## config.mk

```make
export PLATFORM = sky130hd
export DESIGN_NAME = instr_encoder_loader
export DESIGN_NICKNAME = d
export VERILOG_FILES = /design/src/rtl/instr_pkg.sv /design/src/rtl/instr_field_encoder.sv /design/src/rtl/instr_encoder_loader.sv
export SDC_FILE = /design/constraint.sdc
export NUM_CORES = 1
export LEC_CHECK = 0
export CORE_AREA = 2 2 83 145
export CTS_BUF_LIST = sky130_fd_sc_hd__clkbuf_8
export DETAILED_ROUTE_END_ITERATION = 7
export DIE_AREA = 0 0 85 147
export PLACE_DENSITY = 0.62
export SYNTH_ARGS = -nofsm -noshare
export SYNTH_HDL_FRONTEND = slang
export SYNTH_HIERARCHICAL = 1
export SYNTH_SLANG_ARGS = --single-unit
```

## constraint.sdc

```tcl
create_clock -name clk -period 1.7 [get_ports clk]
set_clock_uncertainty 0.2 [all_clocks]
set_input_delay 0.34 -clock clk [delete_from_list [all_inputs] [get_ports clk]]
set_output_delay 0.34 -clock clk [all_outputs]
set_load 0.1 [all_outputs]
```

## src/rtl/instr_pkg.sv

```systemverilog
// Shared instruction IDs, MIPS opcode/funct constants and loader state encoding.
package instr_pkg;

   typedef enum logic [4:0] {
      ADD  = 5'd0,  SUB  = 5'd1,  AND  = 5'd2,  OR   = 5'd3,
      XOR  = 5'd4,  NOR  = 5'd5,  SLT  = 5'd6,  JR   = 5'd7,
      SLL  = 5'd8,  SRL  = 5'd9,  SRA  = 5'd10, SW   = 5'd11,
      LW   = 5'd12, ADDI = 5'd13, ANDI = 5'd14, ORI  = 5'd15,
      XORI = 5'd16, SLTI = 5'd17, BEQ  = 5'd18, BNE  = 5'd19,
      JMP  = 5'd20, JAL  = 5'd21
   } instr_id_t;

   localparam logic [5:0] FN_ADD = 6'h20;
   localparam logic [5:0] FN_SUB = 6'h22;
   localparam logic [5:0] FN_AND = 6'h24;
   localparam logic [5:0] FN_OR  = 6'h25;
   localparam logic [5:0] FN_XOR = 6'h26;
   localparam logic [5:0] FN_NOR = 6'h27;
   localparam logic [5:0] FN_SLT = 6'h2A;
   localparam logic [5:0] FN_JR  = 6'h08;
   localparam logic [5:0] FN_SLL = 6'h00;
   localparam logic [5:0] FN_SRL = 6'h02;
   localparam logic [5:0] FN_SRA = 6'h03;

   localparam logic [5:0] OPC_SW   = 6'h2B;
   localparam logic [5:0] OPC_LW   = 6'h23;
   localparam logic [5:0] OPC_ADDI = 6'h08;
   localparam logic [5:0] OPC_ANDI = 6'h0C;
   localparam logic [5:0] OPC_ORI  = 6'h0D;
   localparam logic [5:0] OPC_XORI = 6'h0E;
   localparam logic [5:0] OPC_SLTI = 6'h0A;
   localparam logic [5:0] OPC_BEQ  = 6'h04;
   localparam logic [5:0] OPC_BNE  = 6'h05;
   localparam logic [5:0] OPC_JMP  = 6'h02;
   localparam logic [5:0] OPC_JAL  = 6'h03;

   // Word layout classes; each decides which fields are forced to zero.
   typedef enum logic [2:0] {
      FMT_ALU, FMT_SHIFT, FMT_JR, FMT_I, FMT_J
   } instr_fmt_t;

   typedef enum logic [1:0] {
      ST_IDLE, ST_LOAD, ST_FULL
   } load_state_t;

endpackage

```

## src/rtl/instr_field_encoder.sv

```systemverilog
// Combinational encoder: symbolic instruction (ID + fields) to a 32-bit MIPS word.
module instr_field_encoder
   import instr_pkg::*;
(
   input  logic [4:0]  i_op,
   input  logic [4:0]  i_rs,
   input  logic [4:0]  i_rt,
   input  logic [4:0]  i_rd,
   input  logic [4:0]  i_shamt,
   input  logic [15:0] i_imm,
   input  logic [25:0] i_target,
   output logic [31:0] o_word,
   output logic        o_legal
);

   logic [5:0]  w_funct;
   logic [5:0]  w_opcode;
   instr_fmt_t  w_fmt;

   always_comb begin
      w_funct  = 6'd0;
      w_opcode = 6'd0;
      w_fmt    = FMT_ALU;
      o_legal  = 1'b1;
      case (i_op)
         ADD:  w_funct = FN_ADD;
         SUB:  w_funct = FN_SUB;
         AND:  w_funct = FN_AND;
         OR:   w_funct = FN_OR;
         XOR:  w_funct = FN_XOR;
         NOR:  w_funct = FN_NOR;
         SLT:  w_funct = FN_SLT;
         JR:   begin w_funct = FN_JR;  w_fmt = FMT_JR;    end
         SLL:  begin w_funct = FN_SLL; w_fmt = FMT_SHIFT; end
         SRL:  begin w_funct = FN_SRL; w_fmt = FMT_SHIFT; end
         SRA:  begin w_funct = FN_SRA; w_fmt = FMT_SHIFT; end
         SW:   begin w_opcode = OPC_SW;   w_fmt = FMT_I; end
         LW:   begin w_opcode = OPC_LW;   w_fmt = FMT_I; end
         ADDI: begin w_opcode = OPC_ADDI; w_fmt = FMT_I; end
         ANDI: begin w_opcode = OPC_ANDI; w_fmt = FMT_I; end
         ORI:  begin w_opcode = OPC_ORI;  w_fmt = FMT_I; end
         XORI: begin w_opcode = OPC_XORI; w_fmt = FMT_I; end
         SLTI: begin w_opcode = OPC_SLTI; w_fmt = FMT_I; end
         BEQ:  begin w_opcode = OPC_BEQ;  w_fmt = FMT_I; end
         BNE:  begin w_opcode = OPC_BNE;  w_fmt = FMT_I; end
         JMP:  begin w_opcode = OPC_JMP;  w_fmt = FMT_J; end
         JAL:  begin w_opcode = OPC_JAL;  w_fmt = FMT_J; end
         default: o_legal = 1'b0;
      endcase
   end

   always_comb begin
      o_word = 32'd0;
      if (o_legal) begin
         case (w_fmt)
            FMT_ALU:   o_word = {6'd0, i_rs, i_rt, i_rd, 5'd0, w_funct};
            FMT_SHIFT: o_word = {6'd0, 5'd0, i_rt, i_rd, i_shamt, w_funct};
            FMT_JR:    o_word = {6'd0, i_rs, 15'd0, w_funct};
            FMT_I:     o_word = {w_opcode, i_rs, i_rt, i_imm};
            FMT_J:     o_word = {w_opcode, i_target};
            default:   o_word = 32'd0;
         endcase
      end
   end

endmodule

```

## src/rtl/instr_encoder_loader.sv

```systemverilog
// Streams symbolic instructions in, encodes them and writes consecutive imem words.
module instr_encoder_loader
   import instr_pkg::*;
#(
   parameter int DEPTH  = 64,
   parameter int ADDR_W = $clog2(DEPTH)
) (
   input  logic              clk,
   input  logic              reset,
   input  logic              start,
   input  logic              finish,
   input  logic              in_valid,
   output logic              in_ready,
   input  logic [4:0]        in_op,
   input  logic [4:0]        in_rs,
   input  logic [4:0]        in_rt,
   input  logic [4:0]        in_rd,
   input  logic [4:0]        in_shamt,
   input  logic [15:0]       in_imm,
   input  logic [25:0]       in_target,
   output logic              imem_we,
   output logic [ADDR_W-1:0] imem_addr,
   output logic [31:0]       imem_wdata,
   output logic [ADDR_W:0]   count,
   output logic              err,
   output logic              busy
);

   localparam logic [ADDR_W:0] DEPTH_C = DEPTH[ADDR_W:0];

   load_state_t       r_state;
   load_state_t       w_state_next;
   logic [ADDR_W-1:0] r_addr;
   logic [ADDR_W:0]   r_count;
   logic              r_err;
   logic              r_we;
   logic [ADDR_W-1:0] r_waddr;
   logic [31:0]       r_wdata;
   logic [31:0]       w_word;
   logic              w_legal;
   logic              w_accept;
   logic              w_write;

   instr_field_encoder u_enc (
      .i_op     (in_op),
      .i_rs     (in_rs),
      .i_rt     (in_rt),
      .i_rd     (in_rd),
      .i_shamt  (in_shamt),
      .i_imm    (in_imm),
      .i_target (in_target),
      .o_word   (w_word),
      .o_legal  (w_legal)
   );

   // Ready never looks at in_valid so upstream can wait on it safely.
   assign in_ready = (r_state == ST_LOAD) & ~start & (r_count < DEPTH_C);
   assign w_accept = in_valid & in_ready;
   assign w_write  = w_accept & w_legal;

   always_ff @(posedge clk or posedge reset) begin
      if (reset) r_state <= ST_IDLE;
      else       r_state <= w_state_next;
   end

   always_comb begin
      w_state_next = r_state;
      case (r_state)
         ST_IDLE: if (start) w_state_next = ST_LOAD;
         ST_LOAD: begin
            if (start)                   w_state_next = ST_LOAD;
            else if (finish)             w_state_next = ST_IDLE;
            else if (r_count == DEPTH_C) w_state_next = ST_FULL;
         end
         ST_FULL: begin
            if (start)       w_state_next = ST_LOAD;
            else if (finish) w_state_next = ST_IDLE;
         end
         default: w_state_next = ST_IDLE;
      endcase
   end

   always_ff @(posedge clk or posedge reset) begin
      if (reset) begin
         r_addr  <= '0;
         r_count <= '0;
         r_err   <= 1'b0;
         r_we    <= 1'b0;
         r_waddr <= '0;
         r_wdata <= 32'd0;
      end else begin
         r_we <= w_write;
         if (start) begin
            r_addr  <= '0;
            r_count <= '0;
            r_err   <= 1'b0;
         end else begin
            if (w_write) begin
               r_addr  <= r_addr + 1'b1;
               r_count <= r_count + 1'b1;
            end
            if (w_accept & ~w_legal) r_err <= 1'b1;
         end
         if (w_write) begin
            r_waddr <= r_addr;
            r_wdata <= w_word;
         end
      end
   end

   assign imem_we    = r_we;
   assign imem_addr  = r_waddr;
   assign imem_wdata = r_wdata;
   assign count      = r_count;
   assign err        = r_err;
   assign busy       = (r_state == ST_LOAD);

endmodule

```

Yosys cells after proc, flatten, opt, wreduce, memory -nomap -nowiden --
Cells that the tools add are included. Widths: inputs -> output; s select.
Storage, ports and cells: input port bits 72, flip-flop bits (word level) 55, logic and storage cells 77, output and inout bits 49
Cells by class: order comparisons 1, reduce and logical (&&, ||, !) cells 10, eq/ne operators 31, bitwise logic cells 7, add/sub/neg operators 2, mux-type cells 19
Operator list (count):
- $pmux 32 s5 | 1
- $pmux 6 s11 | 1
- $pmux 6 s10 | 1
- $eq 5x4->1 const B | 8
- $mux 32 | 1
- $eq 5x5->1 const B | 6
- $reduce_or 22->1 | 1
- $eq 5x3->1 const B | 4
- $mux 7 | 2
- $mux 2 | 6
- $mux 6 | 2
- $pmux 3 s4 | 1
- $eq 5x2->1 const B | 2
- $reduce_or 9->1 | 1
- $add 7x1->7 const B | 1
- $eq 7x7->1 const B | 1
- $lt 7x7->1 const B | 1
- $add 6x1->6 const B | 1
- $eq 3x2->1 const B | 2
- $pmux 2 s3 | 1
- $and 1x1->1 | 5
- $eq 5x1->1 const B | 1
- $logic_not 5->1 | 1
- $ne 4x3->1 const B | 1
- 14 further kinds | 18

Depth between registers and ports, before layout --
Gate-level depths: netlist of run 1.
depth in word-level cells 7, mapped depth 9, depth with buffers taken out 6

Hierarchy --
The synthesis of run 1 kept the hierarchy.
Modules (own cells, without submodules):
- instr_encoder_loader | area each 2493.6 um2, sequential area each 1376.3 um2, times used 1, cells an instance 175
- instr_field_encoder | area each 830.8 um2, sequential area each 0.0 um2, times used 1, cells an instance 135

Worst setup path after synthesis of run 1 --
Ideal clock, no wire load.
path kind flip-flop to output port, start reg r_count[6], in the netlist count[6], end out in_ready, buffers on the path 0, setup slack -2.574 ns, arrival time 3.734 ns, required time 1.160 ns, cell stages (with the launch flop) 2, path through dfrtp_1 -> nor4_1
On the way: word-level cells in the longest chain between the ends 2
Ends and longest elaborated chain:
- from (decl) | RTL line instr_encoder_loader.sv:34 | logic [ADDR_W:0] r_count;
- from (signal assigned) | RTL line instr_encoder_loader.sv:100 | r_count <= r_count + 1'b1;
- $lt 7x7->1 | RTL line instr_encoder_loader.sv:57 | assign in_ready = (r_state == ST_LOAD) & ~start & (r_count < DEPTH_C);
- $and 1x1->1 | RTL line instr_encoder_loader.sv:57
- to (decl) | RTL line instr_encoder_loader.sv:13 | output logic in_ready,
Every way passes these cells.

Worst setup path in the final report of run 1 --
Same ends and word-level chain as after synthesis.

==> reports/qor.yml, run 1 <==
outcome: "complete, but fails checks"
violations: "negative setup slack"
cp_top_family: "flip-flops"
dp_hpwl_um: 8470
placementRows: 52
critPathBufInv: 2
remaining_drc_errors: 0
whs_ns: 0.231
placed_area_um2: 5580
p_total_mw: 5.83
die_w_um: 85
diodes: 0
die_y_um: 147
ys_async_sr_fraction_pct: 100
totalWireLength_um: 11600
dieArea_um2: 12500
cp.arrival_ns: 1.42
setup_viol: 51
setup_tns_ns: -9.35
ant_nets: 0
critical_path.reg2reg.startpoint: "r_state[1]"
path_class: "reg2out"
clkTransAtPathRegs_ns: 0.10
final.period_utilization_pct: 116
clockBufferDepth: 2
timing.rr.end: "imem_wdata[8]"
synth_top_area_cell: "dfrtp_1"
yosys_register_bits: 55
dr.pass1.iters: 4
track_usage_pct: 18.3
synth_top_area_share_pct: 41.4
ff_latch_area_um2: 1390
pin_count: 121
synth_compound_area_share_pct: 16.4
overflow: 0
cts_made_buffers: 5
gp_congestion: 0.888
syn-num-nets: 385
synth_top_family_by_area: "multiplexers"
drive_gt1_share_pct: 46.3
critPathLaunchType: "register"
critPathSlowestCell: "dfrtp_2"
slew_viol_final: 0
cts-root-buf: "clkbuf_8"
critPathMaxFanout: 2
fmax_mhz: 509
max_stage_delay_ns: 0.44
p_leak_nw: 2.88
fillers: 905
rsz0062_at_grt: "yes"
yosys.area_share.simple_pct: 16.5
synth_area_um2: 3320
layoutNonFillerInstCount: 638
fin_area_um2: 6320
endpoint_kind: "output pin"
synth_ff_type: "dfrtp_1"
grt_max_degree: 56
p_per_area_nw_per_um2: 923
timing.final.ws_setup_ns: -0.265
synth_cell_type_count: 58
yosys-mux-area-fraction_pct: 18.6
maxCapViolCount: 0
pre_cts_ws_ns: -0.673
synth_warnings: 6
hold_viol_final: 0
layout.nets: 577
post_drt_wl_per_cell_um: 18.1
vdd_drop_max_uv: 678
rrSetupSlack_ns: -0.23
grt_pass1_vias: 3384
multi_input_comb_area_um2: 1960
postCtsHoldBufs: 0
synth_adder_area_share_pct: 1.47
yosysSeqAreaShare_pct: 41.4
syn-instance-count: 310
htree_levels: 2
drt_iter0_markers: 101
start_util_pct: 29.2
drt-vias-per-instance: 4.99
crit_required_ns: 1.16
dpl.cell_count: 593
coreArea_um2: 11400
utilization_pct: 55.5
rr_worst_depth: 6
post-route-min-period_ns: 1.96
port_buffers: 120
antenna_found_initial: 0
path_cells: "buf_6 -> nor4_4 -> buf_12"
num_vias: 3181
area_growth_pct: 90.0
cts_tree: "yes"
synth_xor_area_share_pct: 0.263
syn_area_per_cell_um2: 10.7
clkLatencyLatePin_ns: 0.31
hold_class: "in2async"
synth_edf_count: 0
grt_pass1_wl_um: 17900
synth_area_leaders: "dfrtp_1, mux2_4, a22oi_1"
cts.sinks: 55
-- flip-flops by register name (all words and copies together) (netlist names) --
signal      cells
err             1
imem_wdata     32
imem_addr       6
r_addr          6
imem_we         1
count           7
r_state         2
-- area by class of cell --
type                            count  area share [%]
Inverter                           11           0.911
Multi-Input combinational cell    225            31.1
Tap cell                          135            2.67
Clock buffer                        5            1.09
Clock inverter                      3            1.07
Timing Repair Buffer              204            41.3
Sequential cell                    55            21.9
-- worst max-delay path by stage --
stage / endpoint / slack (ns) / cells after the start / startpoint
after detailed placement: r_addr[5] / -0.67 / 7 / in_op[2]
after global routing: in_ready / -0.36 / 3 / r_state[0]
after global placement: imem_addr[5] / -0.64 / 7 / in_op[2]
after floorplan: in_ready / -0.58 / 1 / count[6]
final: in_ready / -0.26 / 3 / count[6]
after CTS: in_ready / -0.24 / 3 / count[6]
-- cells in the mapped netlist (2+ instances only) --
library cell,instances
or3_1,2
nor4_1,5
nand3_1,12
nor2_1,17
o31ai_1,2
mux2_2,6
nand4_1,2
dfrtp_1,55
o21ai_1,5
clkbuf_1,2
o21ai_0,10
a22o_1,3
inv_1,10
buf_4,2
nor2_4,2
and2b_1,3
nor3_1,3
nand2_1,29
mux2_4,36
and3_1,2
nor2b_1,9
ha_1,3
buf_6,6
nand2b_1,3
a21oi_1,19
a2bb2oi_1,6
o22ai_1,2
a22oi_1,16
buf_2,7
a21oi_2,3
-- tightest hold or removal path, cell delays in order --
cell and delay [ns]:
clkdlybuf4s50_1 0.44, clkinvlp_4 0.10, buf_12 0.27
-- what timing repair did --
item | in CTS | in global routing
buffers inserted | 24 | 8
cloned | 6 | 0
pin swaps | 18 | 11
endpoints found under the setup margin | 55 | 57
gates resized for setup | 49 | 9
endpoints found under the hold margin | 0 | 0
-- per-layer routing --
| metal | global-route usage (%) | share of wire, % | vias up |
|---|---|---|---|
| li1 | - | - | 1506 |
| met1 | 19.2 | 34 | 1549 |
| met2 | 35.8 | 59 | 105 |
| met3 | 2.02 | 3.9 | 21 |
| met4 | 7.54 | 3.0 | 0 |
| met5 | 0 | 0 | - |
-- report_power, final --
group	internal [mW]	switching, mW	total [mW]	leakage, nW
clock	0.587	0.447	1.03	0.0644
sequential	1.48	0.233	1.72	0.718
combinational	1.31	1.77	3.08	2.10
total	3.38	2.45	5.83	2.88
-- layout by cell type (no fill, tap or decap), types with 2 or more instances in the layout --
master / netlist / layout
clkdlybuf4s50_1: 0 / 66
buf_12: 0 / 56
buf_4: 2 / 49
dfrtp_1: 55 / 48
mux2_4: 36 / 39
nand2_1: 29 / 29
buf_6: 6 / 21
a21oi_1: 19 / 18
nor2_1: 17 / 17
a22oi_1: 16 / 16
nand3_1: 12 / 9
nor2b_1: 9 / 8
o21ai_0: 10 / 7
dfrtp_2: 0 / 7
inv_1: 10 / 6
o21ai_1: 5 / 6
a2bb2oi_1: 6 / 6
buf_16: 0 / 6
clkbuf_8: 0 / 5
nor4_4: 0 / 4
nand3_2: 0 / 3
mux2_2: 6 / 3
a21oi_2: 3 / 3
a22o_1: 3 / 3
nand2b_4: 1 / 2
nand4_1: 2 / 2
and2b_1: 3 / 2
o21ai_2: 0 / 2
nor3_4: 0 / 2
clkinvlp_4: 0 / 2
ha_1: 3 / 2
bufinv_16: 0 / 2
clkbuf_2: 1 / 2
inv_4: 0 / 2
nor2_4: 2 / 2
and3_1: 2 / 2
nand2b_1: 3 / 2
o22ai_1: 2 / 2
-- cell families (layout without fill, tap and decap cells) --
| group | after synthesis | count (layout) |
|---|---|---|
| compound gates | 78 | 78 |
| xor+xnor | 1 | 1 |
| fa+ha+maj | 4 | 4 |
| buf+inv | 30 | 223 |
| flops | 55 | 55 |
| mux | 43 | 43 |
| other cells | 1 | 1 |
| simple gates | 98 | 98 |
No activity file was read; power rests on OpenSTA's default activity.
==> run 2, diff against run 1 <==
==> constraint.sdc (replaced) <==
create_clock -name clk -period 1.7 [get_ports clk]
set_clock_uncertainty 0.2 [all_clocks]
set_input_delay 0.17 -clock clk [delete_from_list [all_inputs] [get_ports clk]]
set_output_delay 0.17 -clock clk [all_outputs]
set_load 0.1 [all_outputs]
==> run 2 against run 1 <==
The flow still finishes with violations (negative setup slack). Count of clock-buffer cells in the layout unchanged. Global-route usage shrank 1.2 points. Sequential share of layout area increased by 1.6 points.
==> reports/qor.yml, run 2 (synthesis results as in run 1) <==
cp.arrival_ns: 1.76  # was 1.42 ns
rsz0062_at_grt: "yes"  # unchanged
setup_viol: 38  # was 51
largest_register_ffs: 32  # unchanged
p_leak_nw: 2.68  # was 2.88 nW
drive_gt1_share_pct: 42.8  # was 46.3%
track_usage_pct: 17.2  # was 18.3%
fmax_mhz: 569  # was 509 MHz
rrSetupSlack_ns: -0.06  # was -0.23 ns
clkTransAtPathRegs_ns: 0.10  # about the same
fin_area_um2: 5900  # was 6320 um^2
wl_met1_um: 3820  # was 3970 um
intPower_mw: 3.15  # was 3.38 mW
switchingPower_mw: 2.39  # was 2.45 mW
crit_required_ns: 1.70  # was 1.16 ns
post_drt_wl_per_cell_um: 17.3  # was 18.1 um
placed_area_um2: 5630  # was 5580 um^2
setup_tns_ns: -1.35  # was -9.35 ns
vdd_drop_max_uv: 641  # was 678 uV
pre_cts_ws_ns: -0.544  # was -0.673 ns
critPathMaxFanout: 19  # was 2
seq_power_share_pct: 30.8  # was 29.4%
layoutNonFillerInstCount: 614  # was 638
hold_viol_final: 0  # unchanged
cts_made_buffers: 5  # unchanged
antenna_found_initial: 0  # unchanged
clkLatencyLatePin_ns: 0.31  # about the same
drt_iter0_markers: 117  # was 101
drt-vias-per-instance: 4.96  # was 4.99
post-route-min-period_ns: 1.76  # was 1.96 ns
final_common_cell: "clkdlybuf4s50_1"  # unchanged
start_util_pct: 29.2  # unchanged
diodes: 0  # unchanged
die_y_um: 147  # unchanged
overflow: 0  # unchanged
ant_nets: 0  # unchanged
layout.nets: 554  # was 577
timing.rr.end: "imem_wdata[21]"  # was imem_wdata[8]
violations: "negative setup slack"  # unchanged
pwr-share-clk_pct: 15.4  # was 17.7%
slew_viol_final: 0  # unchanged
dr.pass1.iters: 4  # unchanged
hold_class: "in2async"  # unchanged
timing.final.ws_setup_ns: -0.0561  # was -0.265 ns
dpl.cell_count: 599  # was 593
critical_path.reg2reg.startpoint: "r_state[1]"  # unchanged
clockBufferDepth: 2  # unchanged
coreArea_um2: 11400  # unchanged
p_per_area_nw_per_um2: 939  # was 923 nW/um^2
cts_tree: "yes"  # unchanged
port_buffers: 120  # unchanged
area_growth_pct: 77.5  # was 90.0%
pin_count: 121  # unchanged
placementRows: 52  # unchanged
dp_hpwl_um: 8510  # was 8470 um
maxCapViolCount: 0  # unchanged
num_vias: 3048  # was 3181
grt_max_degree: 56  # unchanged
rr_worst_depth: 4  # was 6
final.period_utilization_pct: 103  # was 116%
grt_pass1_wl_um: 16900  # was 17900 um
die_w_um: 85  # unchanged
endpoint_kind: "register"  # was output pin
met3WireLength_um: 420  # was 447 um
path_class: "reg2reg"  # was reg2out
grt_pass1_vias: 3223  # was 3384
critPathLaunchType: "register"  # unchanged
remaining_drc_errors: 0  # unchanged
cts.sinks: 55  # unchanged
htree_levels: 2  # unchanged
p_total_mw: 5.54  # was 5.83 mW
outcome: "complete, but fails checks"  # unchanged
dieArea_um2: 12500  # unchanged
totalWireLength_um: 10600  # was 11600 um
switching_share_pct: 43.2  # was 42.1%
mostFrequentLayoutCells: "clkdlybuf4s50_1, buf_12, dfrtp_1, buf_4, mux2_4"  # was clkdlybuf4s50_1, buf_12, buf_4
routed.top_layer: "met4"  # unchanged
met2RoutedLength_um: 6050  # was 6810 um
gp_congestion: 0.874  # was 0.888
pwr-share-comb_pct: 53.8  # was 52.9%
cts-root-buf: "clkbuf_8"  # unchanged
[run 2: metrics by stage]
step | utilization (%) | hold slack, ns
finish | 51.8 | 0.0576
global route | 51.8 | 0.0880
CTS | 51.3 | 0.0709
detailed placement | 49.4 | 0.323
global placement | 49.4 | 0.307
floorplan | - | 0.0435
[run 2: layout make-up]
class	count	area, um^2
multi-input cells	225	1950
fillers	987	5480
flip-flops and latches	55	1390
clock buffers	5	68.8
clock inverters	2	33.8
repair buffers	181	2240
inverters	11	51.3
well taps	135	169
[run 2: worst max-delay path by stage]
| stage | cells after the start | endpoint | from |
|---|---|---|---|
| after detailed placement | 8 | count[5] | in_op[2] |
| after floorplan | 1 | in_ready | count[6] |
| final | 4 | imem_wdata[21] | r_state[1] |
| after CTS | 3 | in_ready | r_state[1] |
| after global routing | 4 | imem_wdata[5] | r_state[1] |
| after global placement | 8 | count[5] | in_op[1] |
[run 2: worst max-delay path: stages (launching register included)]
cell      delay (ns)
dfrtp_1         0.42
and4bb_4        0.38
nand3_4         0.13
buf_12          0.20
mux2_4          0.30
[run 2: repair_timing]
item / 4_1_cts / 5_1_grt
gates resized for setup: 22 / 8
setup endpoints to repair: 48 / 45
buffers inserted: 6 / 2
hold buffers: 0 / 0
pin swaps: 2 / 1
[run 2: routing by layer]
metal / up-vias / track usage (%)
li1: 1457 / -
met1: 1469 / 18.6
met2: 97 / 32.7
met3: 25 / 2.75
met4: 0 / 6.03
met5: - / 0
[run 2: power by group through the flow]
stage                     registers, mW  logic [mW]  clock network (mW)
after floorplan                    2.86       0.579                   0
after global placement             1.73        2.95                   0
after detailed placement           1.73        2.97                   0
after CTS                          1.71        2.99               0.880
after global routing               1.73        3.07               0.930
final                              1.71        2.98               0.853
